**src/rtl/mem_write_fsm_if.sv**
```systemverilog
// ---------------------------------------------------------------------------
// mem_write_fsm_if
//
// Bundles the signals between the ToF front end, the write sequencer and the
// ToF data BRAMs.
//
// Signals:
//   ToF_dr           [N_SENSORS-1:0]  per-sensor data-ready level (front end -> sequencer)
//   wea              1                BRAM port-A write enable, one-cycle pulse per word
//   ToF_Index        [2:0]            selected sensor (front-end mux select, BRAM addr[8:6])
//   all_data_written 1                one-cycle pulse when every sensor finished a frame
//
// Modports:
//   master : the sequencer (drives wea / ToF_Index / all_data_written, reads ToF_dr)
//   slave  : the front-end / BRAM side (drives ToF_dr, observes the rest)
// ---------------------------------------------------------------------------
interface mem_write_fsm_if #(
    parameter int N_SENSORS = 8
);
    logic [N_SENSORS-1:0] ToF_dr;
    logic                 wea;
    logic [2:0]           ToF_Index;
    logic                 all_data_written;

    modport master (
        input  ToF_dr,
        output wea,
        output ToF_Index,
        output all_data_written
    );

    modport slave (
        output ToF_dr,
        input  wea,
        input  ToF_Index,
        input  all_data_written
    );
endinterface

```
**src/rtl/mem_write_fsm.sv**
```systemverilog
// ---------------------------------------------------------------------------
// mem_write_fsm
//
// Write-sequencing controller between the eight-sensor I2C ToF front end and
// the ToF data BRAMs. Each rising edge on a sensor's data-ready line is
// latched as a pending request. The controller picks one pending sensor,
// steers the front-end mux to it through ToF_Index, waits one settle cycle
// and then issues a single-cycle BRAM write enable. Per-sensor word counts
// (saturating at WORDS_PER_FRAME) track frame progress; once every sensor has
// delivered a full frame a one-cycle all_data_written pulse starts the
// downstream readout and the counts restart from zero.
//
// Parameters:
//   N_SENSORS        number of sensors (width of ToF_dr), at most 8 since
//                    ToF_Index is 3 bits wide
//   WORDS_PER_FRAME  words per sensor per frame
//
// Ports:
//   clk    rising-edge clock
//   reset  synchronous, active-high reset
//   bus    mem_write_fsm_if.master (ToF_dr in; wea, ToF_Index,
//          all_data_written out)
//
// Build option:
//   MEM_WRITE_RR_EN  defined   -> round-robin selection starting one past the
//                                 last served sensor
//                    undefined -> fixed priority, lowest pending index wins
//
// Cycle budget per word: IDLE (pick) -> SELECT (settle) -> WRITE (wea=1),
// plus one DONE cycle when a frame completes.
// ---------------------------------------------------------------------------
module mem_write_fsm #(
    parameter int N_SENSORS       = 8,
    parameter int WORDS_PER_FRAME = 64
) (
    input  logic             clk,
    input  logic             reset,
    mem_write_fsm_if.master  bus
);

    // Counts are at least 7 bits; wider only if the frame size demands it.
    localparam int CNT_W = ($clog2(WORDS_PER_FRAME + 1) > 7) ?
                           $clog2(WORDS_PER_FRAME + 1) : 7;
    localparam logic [CNT_W-1:0] FRAME_WORDS = CNT_W'(WORDS_PER_FRAME);

    typedef enum logic [1:0] {
        IDLE   = 2'd0,
        SELECT = 2'd1,
        WRITE  = 2'd2,
        DONE   = 2'd3
    } state_t;

    // ------------------------------------------------------------------
    // State
    // ------------------------------------------------------------------
    state_t               state_reg,   state_next;
    logic [2:0]           index_reg,   index_next;
    logic [N_SENSORS-1:0] dr_q_reg;
    logic [N_SENSORS-1:0] pending_reg, pending_next;
    logic [CNT_W-1:0]     count_reg  [N_SENSORS];
    logic [CNT_W-1:0]     count_next [N_SENSORS];
`ifdef MEM_WRITE_RR_EN
    logic [2:0]           last_served_reg, last_served_next;
`endif

    // ------------------------------------------------------------------
    // Control strobes from the FSM
    // ------------------------------------------------------------------
    logic                 count_en;      // WRITE: account the selected sensor's word
    logic                 clear_counts;  // DONE: restart the frame
    logic [N_SENSORS-1:0] clear_mask;    // WRITE: retire the served request

    // ------------------------------------------------------------------
    // Per-sensor datapath
    // ------------------------------------------------------------------
    logic [N_SENSORS-1:0] rise;
    logic [N_SENSORS-1:0] sel_onehot;
    logic [N_SENSORS-1:0] full_after;
    logic                 all_full_after;

    generate
        for (genvar gi = 0; gi < N_SENSORS; gi++) begin : g_sensor
            // A level held high yields only one event: compare against the
            // previous cycle's sample.
            assign rise[gi]       = bus.ToF_dr[gi] & ~dr_q_reg[gi];
            assign sel_onehot[gi] = (index_reg == 3'(gi));

            // Saturating word counter. Words beyond a full frame still get
            // written to BRAM but do not advance the count.
            always_comb begin
                count_next[gi] = count_reg[gi];
                if (clear_counts) begin
                    count_next[gi] = '0;
                end else if (count_en && sel_onehot[gi] &&
                             (count_reg[gi] < FRAME_WORDS)) begin
                    count_next[gi] = count_reg[gi] + CNT_W'(1);
                end
            end

            // Frame-complete test looks at the post-update count so the
            // decision is made in the same WRITE cycle as the last word.
            assign full_after[gi] = (count_next[gi] >= FRAME_WORDS);

            always_ff @(posedge clk) begin
                if (reset) begin
                    count_reg[gi] <= '0;
                end else begin
                    count_reg[gi] <= count_next[gi];
                end
            end
        end
    endgenerate

    assign all_full_after = &full_after;

    // A rise on the sensor being retired in the same cycle wins over the
    // clear, so back-to-back words on one sensor are never dropped.
    assign pending_next = (pending_reg & ~clear_mask) | rise;

    // ------------------------------------------------------------------
    // Request selection
    // ------------------------------------------------------------------
    logic       pick_valid;
    logic [2:0] pick_idx;

`ifdef MEM_WRITE_RR_EN
    // Scan from last_served+1 upward with wrap. The loop runs in reverse
    // scan order so the last hit assigned is the first in scan order.
    always_comb begin
        int j;
        j          = 0;
        pick_valid = 1'b0;
        pick_idx   = '0;
        for (int k = N_SENSORS; k >= 1; k--) begin
            j = int'(last_served_reg) + k;
            if (j >= N_SENSORS) begin
                j = j - N_SENSORS;
            end
            if (pending_reg[j]) begin
                pick_valid = 1'b1;
                pick_idx   = 3'(j);
            end
        end
    end
`else
    // Fixed priority: lowest pending index wins (reverse loop, last hit kept).
    always_comb begin
        pick_valid = 1'b0;
        pick_idx   = '0;
        for (int k = N_SENSORS - 1; k >= 0; k--) begin
            if (pending_reg[k]) begin
                pick_valid = 1'b1;
                pick_idx   = 3'(k);
            end
        end
    end
`endif

    // ------------------------------------------------------------------
    // FSM: next-state and strobes
    // ------------------------------------------------------------------
    always_comb begin
        state_next   = state_reg;
        index_next   = index_reg;
        count_en     = 1'b0;
        clear_counts = 1'b0;
        clear_mask   = '0;
`ifdef MEM_WRITE_RR_EN
        last_served_next = last_served_reg;
`endif
        unique case (state_reg)
            IDLE: begin
                // ToF_Index only moves here, so it is stable through
                // SELECT and WRITE while the front-end mux settles.
                if (pick_valid) begin
                    index_next = pick_idx;
                    state_next = SELECT;
                end
            end
            SELECT: begin
                state_next = WRITE;
            end
            WRITE: begin
                count_en   = 1'b1;
                clear_mask = sel_onehot;
`ifdef MEM_WRITE_RR_EN
                last_served_next = index_reg;
`endif
                state_next = all_full_after ? DONE : IDLE;
            end
            DONE: begin
                clear_counts = 1'b1;
                state_next   = IDLE;
            end
            default: begin
                state_next = IDLE;
            end
        endcase
    end

    // ------------------------------------------------------------------
    // Registers
    // ------------------------------------------------------------------
    always_ff @(posedge clk) begin
        if (reset) begin
            state_reg   <= IDLE;
            index_reg   <= '0;
            dr_q_reg    <= '0;
            pending_reg <= '0;
`ifdef MEM_WRITE_RR_EN
            // Start one before sensor 0 so sensor 0 is scanned first.
            last_served_reg <= 3'(N_SENSORS - 1);
`endif
        end else begin
            state_reg   <= state_next;
            index_reg   <= index_next;
            dr_q_reg    <= bus.ToF_dr;
            pending_reg <= pending_next;
`ifdef MEM_WRITE_RR_EN
            last_served_reg <= last_served_next;
`endif
        end
    end

    // ------------------------------------------------------------------
    // Outputs (Moore, straight from state / index registers)
    // ------------------------------------------------------------------
    assign bus.wea              = (state_reg == WRITE);
    assign bus.all_data_written = (state_reg == DONE);
    assign bus.ToF_Index        = index_reg;

endmodule

```
**src/flat_wrapper.sv**
```systemverilog
// flat-port wrapper written by rule: the top's interface ports become plain ports
module mem_write_fsm_flat 
#(
    parameter int N_SENSORS       = 8,
    parameter int WORDS_PER_FRAME = 64
)
  (clk, reset, bus_ToF_dr, bus_wea, bus_ToF_Index, bus_all_data_written);
  mem_write_fsm_if #(.N_SENSORS(N_SENSORS)) bus_i ();
  input  logic clk;
  input  logic reset;
  input wire logic [$bits(bus_i.ToF_dr)-1:0] bus_ToF_dr;
  output wire logic [$bits(bus_i.wea)-1:0] bus_wea;
  output wire logic [$bits(bus_i.ToF_Index)-1:0] bus_ToF_Index;
  output wire logic [$bits(bus_i.all_data_written)-1:0] bus_all_data_written;
  assign bus_i.ToF_dr = bus_ToF_dr;
  assign bus_wea = bus_i.wea;
  assign bus_ToF_Index = bus_i.ToF_Index;
  assign bus_all_data_written = bus_i.all_data_written;
  mem_write_fsm #(.N_SENSORS(N_SENSORS), .WORDS_PER_FRAME(WORDS_PER_FRAME)) u_core (.clk(clk), .reset(reset), .bus(bus_i));
endmodule
```
**config.mk**
```make
export PLATFORM = sky130hd
export DESIGN_NAME = mem_write_fsm_flat
export DESIGN_NICKNAME = d
export VERILOG_FILES = /design/src/rtl/mem_write_fsm_if.sv /design/src/rtl/mem_write_fsm.sv /design/src/flat_wrapper.sv
export SDC_FILE = /design/constraint.sdc
export NUM_CORES = 1
export LEC_CHECK = 0
export BUFFER_PORTS_ARGS = -buffer_cell sky130_fd_sc_hd__buf_2
export CORE_UTILIZATION = 60
export CTS_BUF_LIST = sky130_fd_sc_hd__clkbuf_4 sky130_fd_sc_hd__clkbuf_8
export CTS_CLUSTER_DIAMETER = 80
export DETAILED_ROUTE_END_ITERATION = 10
export HOLD_SLACK_MARGIN = 0.12
export PLACE_DENSITY_LB_ADDON = 0.25
export SETUP_SLACK_MARGIN = 0.3
export SKIP_LAST_GASP = 1
export SLEW_MARGIN = 20
export SYNTH_ARGS = -nofsm -noshare
export SYNTH_HDL_FRONTEND = slang
export SYNTH_SLANG_ARGS = --single-unit
```
**constraint.sdc**
```tcl
create_clock -name clk -period 5.16 [get_ports clk]
set_input_delay 0.258 -clock clk [delete_from_list [all_inputs] [get_ports clk]]
set_output_delay 0.258 -clock clk [all_outputs]
set_load 0.05 [all_outputs]
```
==> impl_metrics.csv <==
group,metric,value,unit
clocking,clock_tree.root_cell,"clkbuf_8",
outcome,outcome,"finished, final reports clean",
clocking,clk_latency,0.35,ns
worst_setup_path,required,5.44,ns
timing,worst_slew_pin_slew,1.03,ns
timing,clock_skew,0.0100,ns
clocking,post_cts_resize_count,0,
clocking,cts.htree.levels,3,
clocking,postCtsHoldBufs,0,
detailed_routing,total_number_of_vias,2368,
logic_synthesis,leading_cell_types_by_total_area_after_synthesis,"dfxtp_1, nor2_1, xor2_1",
power_and_ir_drop,leakage_power_summed_over_all_cells,1.36,nW
global_route,global_route.usage.total,21.5,%
logic_synthesis,synth.avg_cell_area,9.76,um^2
logic_synthesis,synth_enable_flop_cells,0,
layout,largest_reg_flops,56,
floorplanning,core-area,5510,um^2
worst_setup_path,setup_crit_end_kind,"flip-flop",
global_route,first_global_vias,2178,
timing,maxClockFrequency,0.515,GHz
timing,endpoints_failing_setup,0,
layout,post_route_cells_drive_above_1_share,15.1,%
detailed_routing,drt-total-wl,5.76,mm
timing,grt_setup_unrepaired,"false",
detailed_routing,drtAntennaViolNets,0,
place,place.detailed.instances,421,
floorplanning,die_area,6030,um^2
detailed_routing,avgRoutedWirePerCell,13.2,um
layout,finish.net_count,378,
logic_synthesis,yosys_register_bits,77,
hold_path,hold_path_startpoint,"bus_ToF_dr[3]",
logic_synthesis,async_flop_share,0,%
floorplanning,core.rowCount,27,
layout,instances_no_fill,437,
hold_path,worst_hold_path.endpoint,"u_core.dr_q_reg[3]",
clocking,cts.sinks,77,
clocking,tritoncts,"done",
timing,period_share,37.6,%
clocking,tritoncts.num_buffers,9,
logic_synthesis,yosys_most_used_dff,"dfxtp_1",
layout,diodes,0,
logic_synthesis,synthesis.yosys.warnings,0,
floorplanning,fp.dieW,77.7,um
floorplanning,die_h,77.7,um
timing,timing.max_slew.rel_slack,31.0,%
logic_synthesis,synth_top_area_share,44.9,%
worst_setup_path,worst-setup-path-type,"reg -> reg",
worst_setup_path,regToRegStartpoint,"u_core.state_reg[1]",
hold_path,worst_hold_path.num_cells,2,
job,maxCapViolations,0,
detailed_routing,drc,0,
worst_setup_path,worst_r2r_endpoint,"u_core.state_reg[0]",
floorplanning,design.portCount,15,
worst_setup_path,critical_path_peak_fanout,14,
worst_setup_path,setup.reg_to_reg.worst_slack,3.22,ns
worst_setup_path,critical_path.startpoint_type,"flip-flop",
global_route,grt_first_pass_wirelength,10.0,mm
worst_setup_path,worst-endpoint-arrival,2.22,ns
layout,area_growth_syn_to_layout,7.76,%
clocking,max-clock-path-buffers,2,
timing,summed_negative_setup_slack_over_all_endpoints,0,ns
place,dpl.hpwl,4.08,mm
layout,fin_area,3700,um^2
global_route,grt_max_degree,57,
worst_setup_path,path_depth_of_the_worst_reg2reg_path,5,
place,portBuffers,14,
power_and_ir_drop,max-vdd-ir-drop,0.243,mV
timing,final_number_of_hold_violating_endpoints,0,
clocking,clk_pin_slew,0.08,ns
place,placed_area,3490,um^2
floorplanning,floorplan.initialDensity,62.4,%
hold_path,hp-class,"in -> reg",
logic_synthesis,synth_largest_area_cell,"dfxtp_1",
detailed_routing,detailedRoute.firstPassIterationCount,4,
detailed_routing,drt_iter0_drc,136,
timing,timing.final.max_slew_violations,0,
global_route,grt_antenna_before_repair,0,
logic_synthesis,syn-instance-count,352,
power_and_ir_drop,power_density,325,nW/um^2
detailed_routing,route.detailed.vias_per_inst,5.42,
logic_synthesis,synth.net_count,370,
logic_synthesis,syn-cell-area,3440,um^2
logic_synthesis,ys_types,41,
timing,fin_crit,1.94,ns
global_route,grt_overflow,0,
logic_synthesis,synth_sequential_area_ratio,44.9,%
place,gp_routability_congestion,0.814,
clocking,post_cts_buffers,0,
power_and_ir_drop,power,0.00120,W
-- final cells by class --
type,instances,area [um^2]
tap,72,90.1
timing repair buffer,14,70.1
multi-input combinational,256,1780
fill,438,1800
clock buffer,9,124
sequential,77,1540
inverter,2,7.51
clock inverter,7,90.1
-- kinds of logic (layout without fill, tap and decap cells) --
logic type	after synthesis	after routing	share of synthesized area, %
multiplexers	8	8	2.33
AO/OA/AOI/OAI	34	34	6.30
adder cells (fa/ha/maj)	8	8	2.91
flip-flops	77	77	44.9
XOR/XNOR	40	40	10.2
AND/OR/NAND/NOR	166	166	30.0
buffers and inverters	19	32	3.35
-- cell usage in the layout, fill, tap and decap left out, drive strengths merged, types with 2 or more instances in the layout --
cell type	instances
mux2i	8
bufinv	2
a21oi	13
xnor2	16
clkinvlp	2
o21ai	10
nor3b	2
nor2b	13
a41oi	6
xor2	24
and3	7
nand2	19
nor2	59
inv	2
clkbuf	9
nor4	12
dfxtp	77
nand2b	10
or3b	2
buf	14
ha	8
nor3	13
and2	8
nand3	17
clkinv	3
-- cells in the mapped netlist, types with 7 or more instances --
master	count
a21oi_1	13
dfxtp_1	77
xnor2_1	16
nand3_1	14
mux2i_1	8
o21ai_0	10
nor2b_1	13
and2_1	8
nor2_1	57
ha_1	8
and3_1	7
nand2_1	18
nand2b_1	9
xor2_1	24
-- worst max-delay path: stages (launching register included) --
cell	delay, ns
dfxtp_1	0.50
nand2b_2	0.35
o41a_1	0.55
nor4_2	0.15
nand4_1	0.15
a21oi_1	0.16
-- where the power goes --
group / internal [W] / switching [W] / total (W)
clock: 0.000269 / 0.000212 / 0.000481
combinational: 0.0000295 / 0.0000662 / 0.0000957
sequential: 0.000608 / 0.0000171 / 0.000625
-- how the worst max path moves through the flow --
stage                     slack [ns]                 endpoint  cells after the start               startpoint
after global routing            3.05      u_core.state_reg[0]                      5      u_core.state_reg[1]
final                           3.22      u_core.state_reg[0]                      5      u_core.state_reg[1]
after global placement          3.28      u_core.state_reg[0]                      5      u_core.state_reg[1]
after CTS                       3.23      u_core.state_reg[0]                      5      u_core.state_reg[1]
after detailed placement        3.26      u_core.state_reg[0]                      5      u_core.state_reg[1]
after floorplan                 3.14  u_core.count_reg[0][12]                      7  u_core.bus.ToF_Index[0]
-- per-stage QoR --
step	utilization (%)	setup slack, ns	hold slack [ns]
floorplan	-	3.14	0.330
global placement	63.3	3.28	0.482
detailed placement	63.3	3.26	0.485
CTS	67.2	3.23	0.129
global route	67.2	3.05	0.128
finish	67.2	3.22	0.139
-- routing by layer --
layer	routed length (um)	vias to the layer above	GRT usage, %
met3	270	6	6.47
met5	0	-	0
li1	-	1211	-
met1	2710	1114	27.3
met4	59	0	7.36
met2	2720	37	34.4
No activity file was read; power rests on OpenSTA's default activity.
